`config.mk`:
```
export PLATFORM = sky130hd
export DESIGN_NAME = mips_mc_controller
export DESIGN_NICKNAME = d
export VERILOG_FILES = /design/src/rtl/mips_ctrl_pkg.sv /design/src/rtl/alu_decoder.sv /design/src/rtl/mips_mc_controller.sv
export SDC_FILE = /design/constraint.sdc
export NUM_CORES = 1
export LEC_CHECK = 0
export ABC_AREA = 1
export ABC_CLOCK_PERIOD_IN_PS = 3730
export CAP_MARGIN = 10
export CORE_AREA = 2 2 113 115
export CTS_BUF_LIST = sky130_fd_sc_hd__clkbuf_4
export DETAILED_ROUTE_END_ITERATION = 7
export DIE_AREA = 0 0 115 117
export DONT_BUFFER_PORTS = 1
export MAX_ROUTING_LAYER = met4
export PLACE_DENSITY = 0.78
export RECOVER_POWER = 100
export SETUP_SLACK_MARGIN = 0.3
export SYNTH_ARGS = -nofsm -noshare
export SYNTH_HDL_FRONTEND = slang
export SYNTH_HIERARCHICAL = 1
export SYNTH_SLANG_ARGS = --single-unit
```
`constraint.sdc`:
```
create_clock -name clk -period 3.73 [get_ports clk]
set_input_delay 0.5595 -clock clk [delete_from_list [all_inputs] [get_ports clk]]
set_output_delay 0.5595 -clock clk [all_outputs]
set_load 0.05 [all_outputs]
```
`src/rtl/mips_ctrl_pkg.sv`:
```
// Purpose: shared encodings for the multi-cycle MIPS controller: opcodes,
//          R-type funct codes, ALUcontrol codes and the sequencer state type.
// Ports:   none (package).
package mips_ctrl_pkg;

  localparam logic [5:0] OP_RTYPE = 6'h00;
  localparam logic [5:0] OP_LW    = 6'h23;
  localparam logic [5:0] OP_SW    = 6'h2B;
  localparam logic [5:0] OP_ADDI  = 6'h08;
  localparam logic [5:0] OP_BEQ   = 6'h04;
  localparam logic [5:0] OP_J     = 6'h02;

  localparam logic [5:0] FN_ADD = 6'h20;
  localparam logic [5:0] FN_SUB = 6'h22;
  localparam logic [5:0] FN_AND = 6'h24;
  localparam logic [5:0] FN_OR  = 6'h25;
  localparam logic [5:0] FN_SLT = 6'h2A;

  localparam logic [3:0] ALU_AND = 4'b0000;
  localparam logic [3:0] ALU_OR  = 4'b0001;
  localparam logic [3:0] ALU_ADD = 4'b0010;
  localparam logic [3:0] ALU_SUB = 4'b0110;
  localparam logic [3:0] ALU_SLT = 4'b0111;

  typedef enum logic [2:0] {
    S_FETCH  = 3'd0,
    S_DECODE = 3'd1,
    S_EXEC   = 3'd2,
    S_MEM    = 3'd3,
    S_WB     = 3'd4,
    S_HALT   = 3'd5
  } state_t;

  // True for every opcode the sequencer knows how to execute.
  function automatic logic opcode_known(input logic [5:0] op);
    return (op == OP_RTYPE) || (op == OP_LW) || (op == OP_SW) ||
           (op == OP_ADDI)  || (op == OP_BEQ) || (op == OP_J);
  endfunction

endpackage

```
`src/rtl/alu_decoder.sv`:
```
// Purpose: combinational {opcode, funct} -> ALUcontrol decode.
// Ports:
//   opcode_i      in  6  instruction [31:26]
//   funct_i       in  6  instruction [5:0]
//   alu_control_o out 4  ALU operation select
//   funct_legal_o out 1  0 only for an R-type with an unsupported funct
module alu_decoder
  import mips_ctrl_pkg::*;
(
  input  logic [5:0] opcode_i,
  input  logic [5:0] funct_i,
  output logic [3:0] alu_control_o,
  output logic       funct_legal_o
);

  always_comb begin
    alu_control_o = ALU_AND;
    funct_legal_o = 1'b1;
    case (opcode_i)
      OP_RTYPE: begin
        case (funct_i)
          FN_ADD:  alu_control_o = ALU_ADD;
          FN_SUB:  alu_control_o = ALU_SUB;
          FN_AND:  alu_control_o = ALU_AND;
          FN_OR:   alu_control_o = ALU_OR;
          FN_SLT:  alu_control_o = ALU_SLT;
          default: funct_legal_o = 1'b0;
        endcase
      end
      OP_LW, OP_SW, OP_ADDI: alu_control_o = ALU_ADD;
      OP_BEQ:                alu_control_o = ALU_SUB;
      default:               alu_control_o = ALU_AND;
    endcase
  end

endmodule

```
`src/rtl/mips_mc_controller.sv`:
```
// Purpose: multi-cycle sequencer for the MIPS datapath. Owns pc and the
//          instruction register, fetches over a req/valid port, and drives
//          the datapath control lines state by state.
// Ports:
//   clk, rst_n               clock, async active-low reset
//   imem_req/imem_addr       fetch request and address (= pc)
//   imem_rdata/imem_valid    fetched word and its valid strobe
//   inst                     instruction register
//   RegDst..MemToReg         datapath controls (all registered)
//   alu_zero, mem_ready      datapath/sram status
//   pc, halt                 current pc, sticky illegal-opcode flag
//   dbg_state_o              current sequencer state
//
// Fetch handshake: imem_req is raised in FETCH and held, with imem_addr
// stable, until a rising edge samples imem_req=1 and imem_valid=1; that edge
// captures imem_rdata and drops imem_req. imem_valid is ignored otherwise.
module mips_mc_controller
  import mips_ctrl_pkg::*;
#(
  parameter logic [31:0] RESET_PC = 32'h0000_0000,
  parameter logic [31:0] PC_STEP  = 32'd4
) (
  input  logic        clk,
  input  logic        rst_n,
  output logic        imem_req,
  output logic [31:0] imem_addr,
  input  logic [31:0] imem_rdata,
  input  logic        imem_valid,
  output logic [31:0] inst,
  output logic        RegDst,
  output logic        RegWrite,
  output logic        ALUSrc,
  output logic [3:0]  ALUcontrol,
  output logic        MemWrite,
  output logic        MemRead,
  output logic        MemToReg,
  input  logic        alu_zero,
  input  logic        mem_ready,
  output logic [31:0] pc,
  output logic        halt,
  output state_t      dbg_state_o
);

  state_t      state_q;
  logic [31:0] pc_q, inst_q;
  logic        imem_req_q, halt_q, legal_q;
  logic        reg_dst_q, reg_write_q, alu_src_q, mem_write_q, mem_read_q, mem_to_reg_q;
  logic [3:0]  alu_ctrl_q;

  // Level controls are decoded from the incoming word so they are already
  // valid during DECODE.
  logic [5:0] fetch_op;
  logic [3:0] fetch_alu;
  logic       fetch_funct_legal, fetch_legal;

  assign fetch_op = imem_rdata[31:26];

  alu_decoder u_alu_decoder (
    .opcode_i      (fetch_op),
    .funct_i       (imem_rdata[5:0]),
    .alu_control_o (fetch_alu),
    .funct_legal_o (fetch_funct_legal)
  );

  assign fetch_legal = fetch_funct_legal && opcode_known(fetch_op);

  logic [5:0]  op_q;
  logic [31:0] pc_plus4_d, br_target_d, jmp_target_d;

  assign op_q         = inst_q[31:26];
  assign pc_plus4_d   = pc_q + PC_STEP;
  assign br_target_d  = pc_plus4_d + {{14{inst_q[15]}}, inst_q[15:0], 2'b00};
  assign jmp_target_d = {pc_plus4_d[31:28], inst_q[25:0], 2'b00};

  always_ff @(posedge clk or negedge rst_n) begin
    if (!rst_n) begin
      state_q      <= S_FETCH;
      pc_q         <= RESET_PC;
      inst_q       <= '0;
      imem_req_q   <= 1'b0;
      halt_q       <= 1'b0;
      legal_q      <= 1'b0;
      reg_dst_q    <= 1'b0;
      reg_write_q  <= 1'b0;
      alu_src_q    <= 1'b0;
      alu_ctrl_q   <= ALU_AND;
      mem_write_q  <= 1'b0;
      mem_read_q   <= 1'b0;
      mem_to_reg_q <= 1'b0;
    end else begin
      case (state_q)
        S_FETCH: begin
          imem_req_q <= 1'b1;
          if (imem_req_q && imem_valid) begin
            inst_q       <= imem_rdata;
            imem_req_q   <= 1'b0;
            legal_q      <= fetch_legal;
            // An illegal word leaves every control at 0 on its way to HALT.
            reg_dst_q    <= fetch_legal && (fetch_op == OP_RTYPE);
            alu_src_q    <= fetch_legal && ((fetch_op == OP_LW) || (fetch_op == OP_SW) ||
                                            (fetch_op == OP_ADDI));
            alu_ctrl_q   <= fetch_legal ? fetch_alu : ALU_AND;
            mem_to_reg_q <= fetch_legal && (fetch_op == OP_LW);
            state_q      <= S_DECODE;
          end
        end
        S_DECODE: begin
          if (!legal_q) begin
            halt_q  <= 1'b1;
            state_q <= S_HALT;
          end else if (op_q == OP_J) begin
            pc_q         <= jmp_target_d;
            imem_req_q   <= 1'b1;
            reg_dst_q    <= 1'b0;
            alu_src_q    <= 1'b0;
            alu_ctrl_q   <= ALU_AND;
            mem_to_reg_q <= 1'b0;
            state_q      <= S_FETCH;
          end else begin
            state_q <= S_EXEC;
          end
        end
        S_EXEC: begin
          case (op_q)
            OP_RTYPE, OP_ADDI: begin
              reg_write_q <= 1'b1;
              state_q     <= S_WB;
            end
            OP_LW: begin
              mem_read_q <= 1'b1;
              state_q    <= S_MEM;
            end
            OP_SW: begin
              mem_write_q <= 1'b1;
              state_q     <= S_MEM;
            end
            OP_BEQ: begin
              pc_q         <= alu_zero ? br_target_d : pc_plus4_d;
              imem_req_q   <= 1'b1;
              reg_dst_q    <= 1'b0;
              alu_src_q    <= 1'b0;
              alu_ctrl_q   <= ALU_AND;
              mem_to_reg_q <= 1'b0;
              state_q      <= S_FETCH;
            end
            default: begin
              halt_q  <= 1'b1;
              state_q <= S_HALT;
            end
          endcase
        end
        S_MEM: begin
          if (mem_ready) begin
            mem_read_q  <= 1'b0;
            mem_write_q <= 1'b0;
            if (op_q == OP_LW) begin
              reg_write_q <= 1'b1;
              state_q     <= S_WB;
            end else begin
              pc_q         <= pc_plus4_d;
              imem_req_q   <= 1'b1;
              reg_dst_q    <= 1'b0;
              alu_src_q    <= 1'b0;
              alu_ctrl_q   <= ALU_AND;
              mem_to_reg_q <= 1'b0;
              state_q      <= S_FETCH;
            end
          end
        end
        S_WB: begin
          reg_write_q  <= 1'b0;
          pc_q         <= pc_plus4_d;
          imem_req_q   <= 1'b1;
          reg_dst_q    <= 1'b0;
          alu_src_q    <= 1'b0;
          alu_ctrl_q   <= ALU_AND;
          mem_to_reg_q <= 1'b0;
          state_q      <= S_FETCH;
        end
        S_HALT: begin
          state_q <= S_HALT;
        end
        default: begin
          halt_q  <= 1'b1;
          state_q <= S_HALT;
        end
      endcase
    end
  end

  assign imem_req    = imem_req_q;
  assign imem_addr   = pc_q;
  assign inst        = inst_q;
  assign RegDst      = reg_dst_q;
  assign RegWrite    = reg_write_q;
  assign ALUSrc      = alu_src_q;
  assign ALUcontrol  = alu_ctrl_q;
  assign MemWrite    = mem_write_q;
  assign MemRead     = mem_read_q;
  assign MemToReg    = mem_to_reg_q;
  assign pc          = pc_q;
  assign halt        = halt_q;
  assign dbg_state_o = state_q;

endmodule

```
# Word level (Yosys, flattened, before mapping)
# Cells that the tools add are included.
# Widths: inputs -> output; s select.
# word_totals
regBits	80
output_inout_bits	111
# op_classes
n_eq_ne	32
n_mux	55
reduce_logical	34
add_sub_neg	2
bitwise	1
# ops
op	n
$mux 32	6
$pmux 32 s4	1
$eq 6x6->1 const B	9
$add 32x3->32 const B	1
$add 32x32->32	1
$mux 4	7
$ne 2x2->1 const B	12
$mux 1	23
$pmux 1 s5	4
$pmux 4 s5	1
$pmux 3 s3	2
$pmux 3 s5	1
$eq 6x2->1 const B	2
$eq 6x3->1 const B	2
$eq 6x4->1 const B	2
$logic_not 6->1	2
$mux 3	4
$pmux 3 s4	1
$reduce_and 6->1	2
$reduce_or 5->1	2
$reduce_and 3->1	3
$logic_or 1x1->1	7
$reduce_and 7->1	1
$eq 3x2->1 const B	2
other kinds (17)	26

# Depth between registers and ports, before layout
# Gate-level depths: netlist of run 1.
# depth
depth_word	10
mapped_depth	23
mapped_depth_nobuf	23

# Modules after synthesis
# Netlist of run 1, hierarchy kept.
# modules_own_cells
mod	cells_each	instances	area_per_inst_um2	seq_area_each_um2
mips_mc_controller	1238	1	7511.0	1951.9
alu_decoder	49	1	245.2	0.0

# Worst setup path after synthesis of run 1
# Ideal clock, no wire load.
# synth_path
path_kind	register -> register
start	reg pc_q[2] (netlist: imem_addr[2])
end	reg pc_q[29] (netlist: imem_addr[29])
arrival_time_ns	2.976
path_stages_with_launch	21
period_less_slack_ns	3.095
setup_slack_ns	0.635
n_path_buf	0
required_ns	3.612
path_cell_list	dfrtp_1 ha_1 nand3_2 inv_2 nand3_2 nor2_2 nand2_1 xor2_1 inv_1 ha_1 nand2_1 nand2_1 o21bai_1 a21oi_1 nor2_1 nor2_1 nand2_1 nand2_1 nand3_1 nand2_1 nand2_1
# synth_via
elab_chain_cells	5
# synth_rtl
item	line	text
start: declaration	mips_mc_controller.sv:45	logic [31:0] pc_q, inst_q;
start signal: assignment	mips_mc_controller.sv:112	pc_q <= jmp_target_d;
start signal: assignment	mips_mc_controller.sv:138	pc_q <= alu_zero ? br_target_d : pc_plus4_d;
start signal: assignment	mips_mc_controller.sv:160	pc_q <= pc_plus4_d;
$add 32x3->32 (*)	mips_mc_controller.sv:71	assign pc_plus4_d = pc_q + PC_STEP;
$add 32x32->32	mips_mc_controller.sv:72	assign br_target_d = pc_plus4_d + {{14{inst_q[15]}}, inst_q[15:0], 2'b00};
$mux 32	mips_mc_controller.sv:138	
$mux 32	mips_mc_controller.sv:124	case (op_q)
$pmux 32 s4 (*)	mips_mc_controller.sv:91	case (state_q)
# Every way passes the cells marked *; elsewhere a longest branch is shown, timed or not. The select of a mux whose other input is x is not followed.
# A chain may end at the register's enable or synchronous reset.

# Worst setup path after layout of run 1
# layout_path
start	reg state_q[1] (netlist: dbg_state_o[1])
end	reg pc_q[26] (netlist: imem_addr[26])
# layout_via
elab_chain_cells	3
# layout_rtl
item	line	text
start: declaration	mips_mc_controller.sv:44	state_t state_q;
start signal: assignment	mips_mc_controller.sv:77	state_q <= S_FETCH;
start signal: assignment	mips_mc_controller.sv:104	state_q <= S_DECODE;
start signal: assignment	mips_mc_controller.sv:110	state_q <= S_HALT;
$eq 3x2->1 (tied with other cells)	mips_mc_controller.sv:91	
$reduce_bool 4->1 (no source line) or $ne 2x2->1 (tied branches)	--	
$reduce_and 6->1 (no source line)	--	
# Several ways; a longest one is shown, not always the timed one.

==> metrics.md, run 1 <==
| Metric | Value |
|---|---|
| Syn-to-layout area delta | `4.339%` |
| Vias per cell | `5.607` |
| Critical path class | `reg -> reg` |
| Tmin final | `3356 ps` |
| Least-Margin Pin Slew | `1994 ps` |
| Clk_lat worst skew | `~500 ps` |
| Worst R2R Path Depth | `13` |
| Seq/Total Area, Yosys | `0.2517` |
| Clock-pin slew on the worst setup and hold paths | `180 ps` |
| Most frequent cell after synthesis | `nand2_1` |
| DPL Wire Length | `19,270 um` |
| H-tree levels | `3` |
| CTS tree | `done` |
| Port Buf Inserts | `0` |
| Seq cells post-synth | `78` |
| Worst reg2reg startpoint | `dbg_state_o[1]` |
| FFs w/ async S/R, synth | `1.000` |
| Hold Vio Cnt, Final | `0` |
| Pre-CTS WS | `248.2 ps` |
| Via count | `8,114` |
| Post-layout net count | `around 1,400` |
| Setup ws final | `374.3 ps` |
| Final ANT Viol Nets | `0` |
| Cell taking the most area after synthesis | `dfrtp_1` |
| Starting DRT DRC Count | `689` |
| CP Capture Type | `flip-flop` |
| Data required time of the worst path | `approximately 4100 ps` |
| Core area | `12,310 um2` |
| Synthesized area per cell | `around 6 um2` |
| Worst reg-to-reg setup slack | `370 ps` |
| Startpoint Class | `flip-flop` |
| Max Slew Vio Count | `79` |
| Hold path startpoint | `imem_rdata[14]` |
| Top Ports | `148` |
| Hold Path Stages | `2` |
| Total wire length | `24,500 um` |
| Hold Path Sink | `inst[14]` |
| Kind of cell adding the most delay to the critical path | `simple AND/OR/NAND/NOR gates` |
| Clock Skews | `approximately 44 ps` |
| Area after detailed placement | `7891 um2` |
| Final Instance Area | `8093 um2` |
| Crit-path cells | `clkbuf_1 > nand2_1 > nor2_1 > inv_2 > nor2_1 > nor2_2 > nand3_2 > nor2_4 > nand2_2 > buf_4 > nor2_1 > nand2_1 > nand2_1` |
| Buf/Inv on CP | `3` |
| Clk sinks | `78` |
| Outcome | `finished with violations` |
| FMAX | `298.0 MHz` |
| Most area-consuming cells after synthesis | `dfrtp_1 (25%), nand2_1 (22%), inv_1 (9.7%)` |
| Root buf cell | `clkbuf_4` |
| Starting Density | `0.6300` |
| Yosys top cell area share | `0.2517` |
| CP Max Fanout | `30` |
| First-pass GRT wire length | `~38,000 um` |
| Register Area | `1952 um2` |
| Wirelength per Cell | `16.93 um` |
| Commonest cells in the synthesized netlist | `nand2_1 (458), inv_1 (200), nor2_1 (108), nand3_1 (87), dfrtp_1 (78)` |
| Pre-Repair DR Iteration Count | `8` |
| Total gr overflow | `0` |
| Total track usage | `0.3830` |
| Post-synth EDFFs | `0` |
| Unique masters post-synth | `46` |
| Max incr delay on CP | `600 ps` |
| GP Congestion | `1.014` |
| Ys Warns | `6` |
| Total power | `~1.5 mW` |
| RSZ-0062 raised after global routing | `yes` |
| Clock buffer depth | `2` |
| Worst path arrival time | `3730 ps` |
| TNS Setup | `0 ps` |
| Hold Path Class | `in -> reg` |
| Main synth FF type | `dfrtp_1` |
| Largest net degree at the start of global routing | `79` |
| Critical R2R Capture | `imem_addr[26]` |
| Vias in the first global route | `7,364` |
| Fill cells | `1,250` |
| Slowest CP cell | `clkbuf_1` |
| Pwr/cell area | `181.4 nW/um2` |
| Die height | `117 um` |
| Num rows | `just over 40` |
| Multi-input gate area | `between 4000 and 5000 um2` |
| Layout cells sized above 1 | `0.08096` |
| Slew margin rel. | `-0.3296` |
| Synth Cell Area | `between 7000 and 8000 um2` |
| Max-Cap Viols | `1` |
| Total CTS buffers | `9` |
| Initial antenna violation count | `0` |
| Die X | `between 100 and 150 um` |
| DRC violations left | `0` |
| Final Cycle Share | `0.8996` |
| Mapped Cells | `1,287` |
| Final setup violation count | `0` |
| Final design utilization | `0.6573` |
| Peak supply drop | `236.9 uV` |
| Leakage power figure | `4.512 nW` |
| Die footprint | `13,460 um2` |
| N_diodes | `0` |
| Failing checks | `capacitance limit, slew limit` |
-- cell usage in the layout (no fill, tap or decap), types with 8 or more instances in the layout --
master and n:
nor2_2 14, clkbuf_1 24, clkbuf_4 11, a21oi_2 8, buf_4 20, inv_2 8
dfrtp_1 78, a21oi_1 53, ha_1 32, nor3_1 9, o21ai_0 64, nand4_1 23
nand3_1 86, nand2_1 458, nor2_1 101, nor2_4 12, inv_1 200, xor2_1 13
-- logic make-up after synthesis --
kind of cell               count (synthesis)  share of synthesized area
AOI/OAI and AO/OA                        152                     0.1120
buffers and inverters                    267                     0.1518
other                                      2                  0.0009683
adders and majority gates                 36                    0.05904
xor gates and xnor gates                  19                    0.02146
and+or+nand+nor                          733                     0.4031
DFF                                       78                     0.2517
-- how the worst max path moves through the flow --
stage | slack, ps | start | to | cells past startpoint
after floorplan | 640 | imem_addr[2] | imem_addr[29] | 20
final | 370 | dbg_state_o[1] | imem_addr[26] | 13
after detailed placement | 250 | imem_addr[3] | imem_addr[21] | 19
after global placement | 240 | imem_addr[3] | imem_addr[21] | 19
after global routing | 150 | dbg_state_o[1] | imem_addr[26] | 13
after CTS | 330 | imem_addr[3] | imem_addr[21] | 20
-- what timing repair did --
| action | 4_1_cts | 5_1_grt |
|---|---|---|
| endpoints found under the setup margin | 1 | 16 |
| resized for setup | 2 | 36 |
| hold endpoints to repair | 78 | 0 |
| pin swaps | 0 | 7 |
| setup buffers | 0 | 5 |
| hold buffers | 2 | 0 |
-- cell type report --
| cell class | count | area share |
|---|---|---|
| inverters | 208 | 0.09647 |
| flip-flops and latches | 78 | 0.2412 |
| multi-input cells | 945 | 0.5827 |
| clock inverters | 5 | 0.007267 |
| clock buffers | 11 | 0.01020 |
| well taps | 150 | 0.02319 |
| repair buffers | 50 | 0.03896 |
-- registers in the layout, summed over array words and instances (netlist names) --
signal       cells
imem_req         1
ALUSrc           1
ALUcontrol       4
imem_addr       30
legal_q          1
MemRead          1
MemWrite         1
inst            32
MemToReg         1
RegWrite         1
halt             1
dbg_state_o      3
RegDst           1
-- routing by layer --
metal / routed length (um) / GRT usage / part of all wire
met1: 10550 / 0.4921 / 0.43
met3: 2021 / 0.08908 / 0.082
met5: 0 / - / 0
met4: 1123 / 0.1566 / 0.046
met2: 10810 / 0.5855 / 0.44
-- stage by stage --
step | std cells | hold WS, ps
floorplan | 1290 | 263.9
global placement | 1424 | 265.0
detailed placement | 1424 | 264.9
CTS | 1442 | 155.5
global route | 1447 | 169.7
finish | 1447 | 168.9
-- report_power, final --
part | leakage (nW) | total [mW] | internal [mW] | switching, mW
clock | 0.0751 | 0.564 | 0.221 | 0.343
combinational | 3.51 | 0.0580 | 0.0120 | 0.0460
sequential | 0.928 | 0.846 | 0.846 | 0
No activity file was read; power rests on OpenSTA's default activity.
==> run 2: changes to the inputs <==
ABC_CLOCK_PERIOD_IN_PS = 3900   (was 3730)
clock period = 3.9 ns   (was 3.73 ns; I/O delays follow)
==> metrics.md, run 2 (same netlist as run 1, synthesis figures left out) <==
| Metric | Value |
|---|---|
| Outcome | `finished with violations (unchanged)` |
| Failing checks | `capacitance limit, slew limit (unchanged)` |
| Total track usage | `0.3870 (was 0.3830)` |
| Register Area | `1953 um2 (was 1952 um2)` |
| Post-layout net count | `1,356 (was 1,365)` |
| Startpoint Class | `flip-flop (unchanged)` |
| Pre-Repair DR Iteration Count | `5 (was 8)` |
| Leakage power figure | `4.441 nW (was 4.512 nW)` |
| Clock Skews | `29.45 ps (was 43.57 ps)` |
| CP Max Fanout | `42 (was 30)` |
| Worst reg-to-reg setup slack | `340 ps (was 370 ps)` |
| Final Instance Area | `7896 um2 (was 8093 um2)` |
| Hold Vio Cnt, Final | `0 (unchanged)` |
| Vias in the first global route | `7,384 (was 7,364)` |
| Slew margin rel. | `-0.3538 (was -0.3296)` |
| Setup ws final | `337.3 ps (was 374.3 ps)` |
| Pre-CTS WS | `503.2 ps (was 248.2 ps)` |
| Clock buffer depth | `2 (unchanged)` |
| Clk_lat worst skew | `490 ps (was 500 ps)` |
| Starting DRT DRC Count | `935 (was 689)` |
| Final ANT Viol Nets | `0 (unchanged)` |
| Starting Density | `0.6300 (unchanged)` |
| DPL Wire Length | `19,650 um (was 19,270 um)` |
| Data required time of the worst path | `4250 ps (was 4100 ps)` |
| Wirelength per Cell | `17.18 um (was 16.93 um)` |
| TNS Setup | `0 ps (unchanged)` |
| Hold Path Class | `in -> reg (unchanged)` |
| FMAX | `280.7 MHz (was 298.0 MHz)` |
| First-pass GRT wire length | `38,410 um (was 38,300 um)` |
| Fill cells | `1,258 (was 1,250)` |
| Initial antenna violation count | `0 (unchanged)` |
| RSZ-0062 raised after global routing | `no (was yes)` |
| Clock-pin slew on the worst setup and hold paths | `160 ps (was 180 ps)` |
| Final Cycle Share | `0.9135 (was 0.8996)` |
| Die height | `117 um (unchanged)` |
| Die X | `115 um (unchanged)` |
| Total CTS buffers | `9 (unchanged)` |
| Peak supply drop | `189.9 uV (was 236.9 uV)` |
| Die footprint | `13,460 um2 (unchanged)` |
| Most frequent cells in the layout | `nand2_1 (458), inv_1 (200), nor2_1 (109), nand3_1 (87), dfrtp_1 (77) (was nand2_1 (458), inv_1 (200), nor2_1 (101), nand3_1 (86), dfrtp_1 (78))` |
| Total power | `1.408 mW (was 1.468 mW)` |
| Root buf cell | `clkbuf_4 (unchanged)` |
| Vias per cell | `5.623 (was 5.607)` |
| Num rows | `41 (unchanged)` |
| Max Slew Vio Count | `79 (unchanged)` |
| Total wire length | `24,720 um (was 24,500 um)` |
| Post-CTS setup buffer count | `0 (unchanged)` |
| Area after detailed placement | `7861 um2 (was 7891 um2)` |
| Least-Margin Pin Slew | `2031 ps (was 1994 ps)` |
| Critical path class | `reg -> reg (unchanged)` |
| Port Buf Inserts | `0 (unchanged)` |
| Clk sinks | `78 (unchanged)` |
| Max reg flops | `32 (unchanged)` |
| Layout cells sized above 1 | `0.06134 (was 0.08096)` |
| Multi-input gate area | `4623 um2 (was 4716 um2)` |
| Pwr/cell area | `178.3 nW/um2 (was 181.4 nW/um2)` |
| Top Ports | `148 (unchanged)` |
| Worst path arrival time | `3920 ps (was 3730 ps)` |
| Commonest non-fill, non-tap cell in the layout | `nand2_1 (unchanged)` |
| Tmin final | `3563 ps (was 3356 ps)` |
| CTS tree | `done (unchanged)` |
| Max-Cap Viols | `1 (unchanged)` |
| CP Capture Type | `flip-flop (unchanged)` |
| Via count | `8,091 (was 8,114)` |
| Core area | `12,310 um2 (unchanged)` |
| Largest net degree at the start of global routing | `79 (unchanged)` |
| H-tree levels | `3 (unchanged)` |
| Syn-to-layout area delta | `1.807% (was 4.339%)` |
| Total gr overflow | `0 (unchanged)` |
| DRC violations left | `0 (unchanged)` |
| Final setup violation count | `0 (unchanged)` |
| GP Congestion | `1.022 (was 1.014)` |
[run 2: changes by cell type in the layout (fill, tap and decap cells not counted), sizes merged]
cell / change
diode: +1
buf: -13
inv: +1
clkinv: +1
clkbuf: +2
[run 2: area by class of cell]
cell class	count	area share
inverter	208	0.09888
timing repair buffer	41	0.02646
clock inverter	7	0.009190
tap	150	0.02377
antenna	1	0.0003169
multi-input combinational	945	0.5855
clock buffer	9	0.008556
sequential	78	0.2473
[run 2: metal layers]
layer,wire length [um],up-vias,part of all wire,GRT usage
met1,10570,3642,0.43,0.5054
met4,1009,0,0.041,0.1671
li1,-,3989,-,-
met3,2124,71,0.086,0.07312
met5,0,-,0,-
met2,11010,389,0.45,0.5906
[run 2: worst paths after layout]
path / start / endpoint / cells after the start
setup / recovery: dbg_state_o[1] / imem_addr[9] / 10
max in group asynchronous: rst_n / imem_addr[21] / 2
hold / removal: imem_rdata[13] / inst[13] / 2
setup reg to reg: dbg_state_o[1] / imem_addr[9] / 10
hold reg to reg: imem_addr[30] / imem_addr[30] / 2
min in group asynchronous: rst_n / imem_addr[3] / 2
[run 2: worst max-delay path: stages (launching register included)]
cell and delay, ps:
dfrtp_1 790, nand2_4 130, nor2_1 1050, nand2_1 110, o21ai_0 210, nor2_4 100, nand2_4 420, clkbuf_2 360
a21oi_1 80, nand2_1 90, o21ai_1 80
[run 2: metrics by stage]
stage / cells / hold slack (ps) / utilization
6_report: 1439 / 197.2 / 0.6414
5_1_grt: 1438 / 195.7 / 0.6412
4_1_cts: 1438 / 187.9 / 0.6529
3_5_place_dp: 1420 / 290.4 / 0.6385
3_3_place_gp: 1420 / 290.5 / 0.6385
2_1_floorplan: 1290 / 289.4 / -
[run 2: where the power goes]
part | switching [mW] | internal, mW
Sequential | 0 | 0.809
Clock | 0.346 | 0.198
Combinational | 0.0445 | 0.0113
[run 2: timing repair]
| item | 4_1_cts | 5_1_grt |
|---|---|---|
| setup endpoints to repair | 0 | 7 |
| resized for setup | 0 | 3 |
| hold endpoints to repair | 78 | 0 |
| hold buffers | 2 | 0 |
==> run 3: changes to the inputs <==
CORE_AREA = 5 5 116 118   (was 2 2 113 115)
DIE_AREA = 0 0 121 123   (was 0 0 115 117)
==> metrics.md, run 3 (same netlist as run 1, synthesis figures left out) <==
| Metric | Value |
|---|---|
| Top Ports | `148 (unchanged)` |
| Die footprint | `14,880 um2 (was 13,460 um2)` |
| Syn-to-layout area delta | `3.162% (was 1.807%)` |
| Die height | `123 um (was 117 um)` |
| Clock buffer depth | `2 (unchanged)` |
| Fill cells | `1,247 (was 1,258)` |
| First-pass GRT wire length | `39,700 um (was 38,410 um)` |
| Leakage power figure | `4.481 nW (was 4.441 nW)` |
| Data required time of the worst path | `4310 ps (was 4250 ps)` |
| Max reg flops | `32 (unchanged)` |
| Vias in the first global route | `7,663 (was 7,384)` |
| Num rows | `41 (unchanged)` |
| Hold Vio Cnt, Final | `0 (unchanged)` |
| Commonest non-fill, non-tap cell in the layout | `nand2_1 (unchanged)` |
| Hold Path Class | `in -> reg (unchanged)` |
| Root buf cell | `clkbuf_4 (unchanged)` |
| Hold Path Sink | `inst[13] (unchanged)` |
| Starting Density | `0.6274 (was 0.6300)` |
| Worst R2R Path Depth | `10 (unchanged)` |
| Layout cells sized above 1 | `0.06651 (was 0.06134)` |
| Setup ws final | `284.6 ps (was 337.3 ps)` |
| Starting DRT DRC Count | `764 (was 935)` |
| Wirelength per Cell | `16.95 um (was 17.18 um)` |
| Post-layout net count | `1,361 (was 1,356)` |
| Clock Skews | `27.03 ps (was 29.45 ps)` |
| Worst path arrival time | `4030 ps (was 3920 ps)` |
| Vias per cell | `5.544 (was 5.623)` |
| Via count | `8,128 (was 8,091)` |
| GP Congestion | `1.016 (was 1.022)` |
| Crit-path cells | `nand2_4 > nor2_1 > inv_1 > clkbuf_1 > nor2_2 > clkbuf_2 > nand3_1 > nand4_1 > nand2_1 > nand2_1 (was nand2_4 > nor2_1 > nand2_1 > o21ai_0 > nor2_4 > nand2_4 > clkbuf_2 > a21oi_1 > nand2_1 > o21ai_1)` |
| Final setup violation count | `0 (unchanged)` |
| Peak supply drop | `208.6 uV (was 189.9 uV)` |
| Clk_lat worst skew | `480 ps (was 490 ps)` |
| Startpoint Class | `flip-flop (unchanged)` |
| CTS tree | `done (unchanged)` |
| DRC violations left | `0 (unchanged)` |
| Clock-pin slew on the worst setup and hold paths | `160 ps (about the same)` |
| Max Slew Vio Count | `79 (unchanged)` |
| Total CTS buffers | `9 (unchanged)` |
| Pwr/cell area | `186.0 nW/um2 (was 178.3 nW/um2)` |
| Max incr delay on CP | `1060 ps (was 1050 ps)` |
| Outcome | `finished with violations (unchanged)` |
| Pre-Repair DR Iteration Count | `6 (was 5)` |
| Total track usage | `0.3528 (was 0.3870)` |
| Final ANT Viol Nets | `0 (unchanged)` |
| Slew margin rel. | `-0.3658 (was -0.3538)` |
| Port Buf Inserts | `0 (unchanged)` |
| Most frequent cells in the layout | `nand2_1 (458), inv_1 (199), nor2_1 (107), nand3_1 (87), dfrtp_1 (77) (was nand2_1 (458), inv_1 (200), nor2_1 (109), nand3_1 (87), dfrtp_1 (77))` |
| Critical path class | `reg -> reg (unchanged)` |
| Largest net degree at the start of global routing | `79 (unchanged)` |
| RSZ-0062 raised after global routing | `no (unchanged)` |
| Initial antenna violation count | `1 (was 0)` |
| Slowest CP cell | `nor2_1 (unchanged)` |
| Critical R2R Capture | `imem_addr[15] (was imem_addr[9])` |
| Clk sinks | `78 (unchanged)` |
| Pre-CTS WS | `500.2 ps (was 503.2 ps)` |
| Hold path startpoint | `imem_rdata[13] (unchanged)` |
| Hold Path Stages | `2 (unchanged)` |
| FMAX | `276.6 MHz (was 280.7 MHz)` |
| Final Cycle Share | `0.9270 (was 0.9135)` |
| Max-Cap Viols | `1 (unchanged)` |
| Die X | `121 um (was 115 um)` |
| Total wire length | `24,850 um (was 24,720 um)` |
| TNS Setup | `0 ps (unchanged)` |
| DPL Wire Length | `19,510 um (was 19,650 um)` |
| CP Max Fanout | `14 (was 42)` |
| Worst reg2reg startpoint | `dbg_state_o[1] (unchanged)` |
| CP Capture Type | `flip-flop (unchanged)` |
| Cell mode on critical path | `nand2_1` |
| Core area | `12,360 um2 (was 12,310 um2)` |
| Failing checks | `capacitance limit, slew limit (unchanged)` |
| Total gr overflow | `0 (unchanged)` |
| Least-Margin Pin Slew | `2049 ps (was 2031 ps)` |
| Tmin final | `3615 ps (was 3563 ps)` |
| H-tree levels | `3 (unchanged)` |
| Worst reg-to-reg setup slack | `280 ps (was 340 ps)` |
==> run 3: cell type report <==
type	count	area, um2	share of cell area
Antenna cell	1	2.502	0.0003127
Inverter	208	780.7	0.09758
Multi-Input combinational cell	945	4643	0.5803
Timing Repair Buffer	46	235.2	0.02940
Tap cell	172	215.2	0.02690
Clock buffer	9	67.56	0.008444
Sequential cell	78	1953	0.2441
Clock inverter	7	103.9	0.01298
==> run 3: timing repair <==
item,4_1_cts,5_1_grt
hold buffers,2,0
endpoints found under the hold margin,78,0
endpoints found under the setup margin,0,7
gates resized for setup,0,9
setup buffers,0,1
==> run 3: through the flow <==
| stage | power (mW) | hold slack [ps] | instances | cell area [um2] | utilization |
|---|---|---|---|---|---|
| after detailed placement | 0.8613 | 290.7 | 1446 | 7919 | 0.6405 |
| after global routing | 1.547 | 190.7 | 1466 | 8001 | 0.6472 |
| final | 1.488 | 208.6 | 1466 | 8001 | 0.6472 |
| after global placement | 0.8610 | 290.9 | 1446 | 7919 | 0.6405 |
| after CTS | 1.496 | 202.3 | 1464 | 8128 | 0.6574 |
| after floorplan | 0.8615 | 289.4 | 1290 | 7767 | - |
==> run 3: where the power goes <==
part / total (mW) / internal, mW / leakage, nW / switching (mW)
clock: 0.623 / 0.270 / 0.0920 / 0.353
sequential: 0.809 / 0.809 / 0.926 / 0
combinational: 0.0558 / 0.0113 / 3.46 / 0.0445
==> run 3: how the worst max path moves through the flow <==
stage | end | slack, ps | from
final | imem_addr[15] | 280 | dbg_state_o[1]
after global routing | imem_addr[21] | 170 | imem_addr[19]
after CTS | imem_addr[21] | 470 | imem_addr[2]
after detailed placement | imem_addr[31] | 500 | imem_addr[21]
after global placement | imem_addr[31] | 530 | imem_addr[21]
after floorplan | imem_addr[29] | 810 | imem_addr[2]
==> run 3: metal layers <==
metal,vias to the layer above,global-route usage,part of all wire
met4,0,0.1169,0.028
met3,55,0.08829,0.11
li1,3986,-,-
met1,3667,0.4606,0.42
met5,-,-,0
met2,420,0.5401,0.44
==> run 3: critical path, delay by kind of cell (launching register included) <==
kind / cells / cell delay, ps
buf+inv: 3 / 840
flops: 1 / 790
simple gates: 7 / 1930
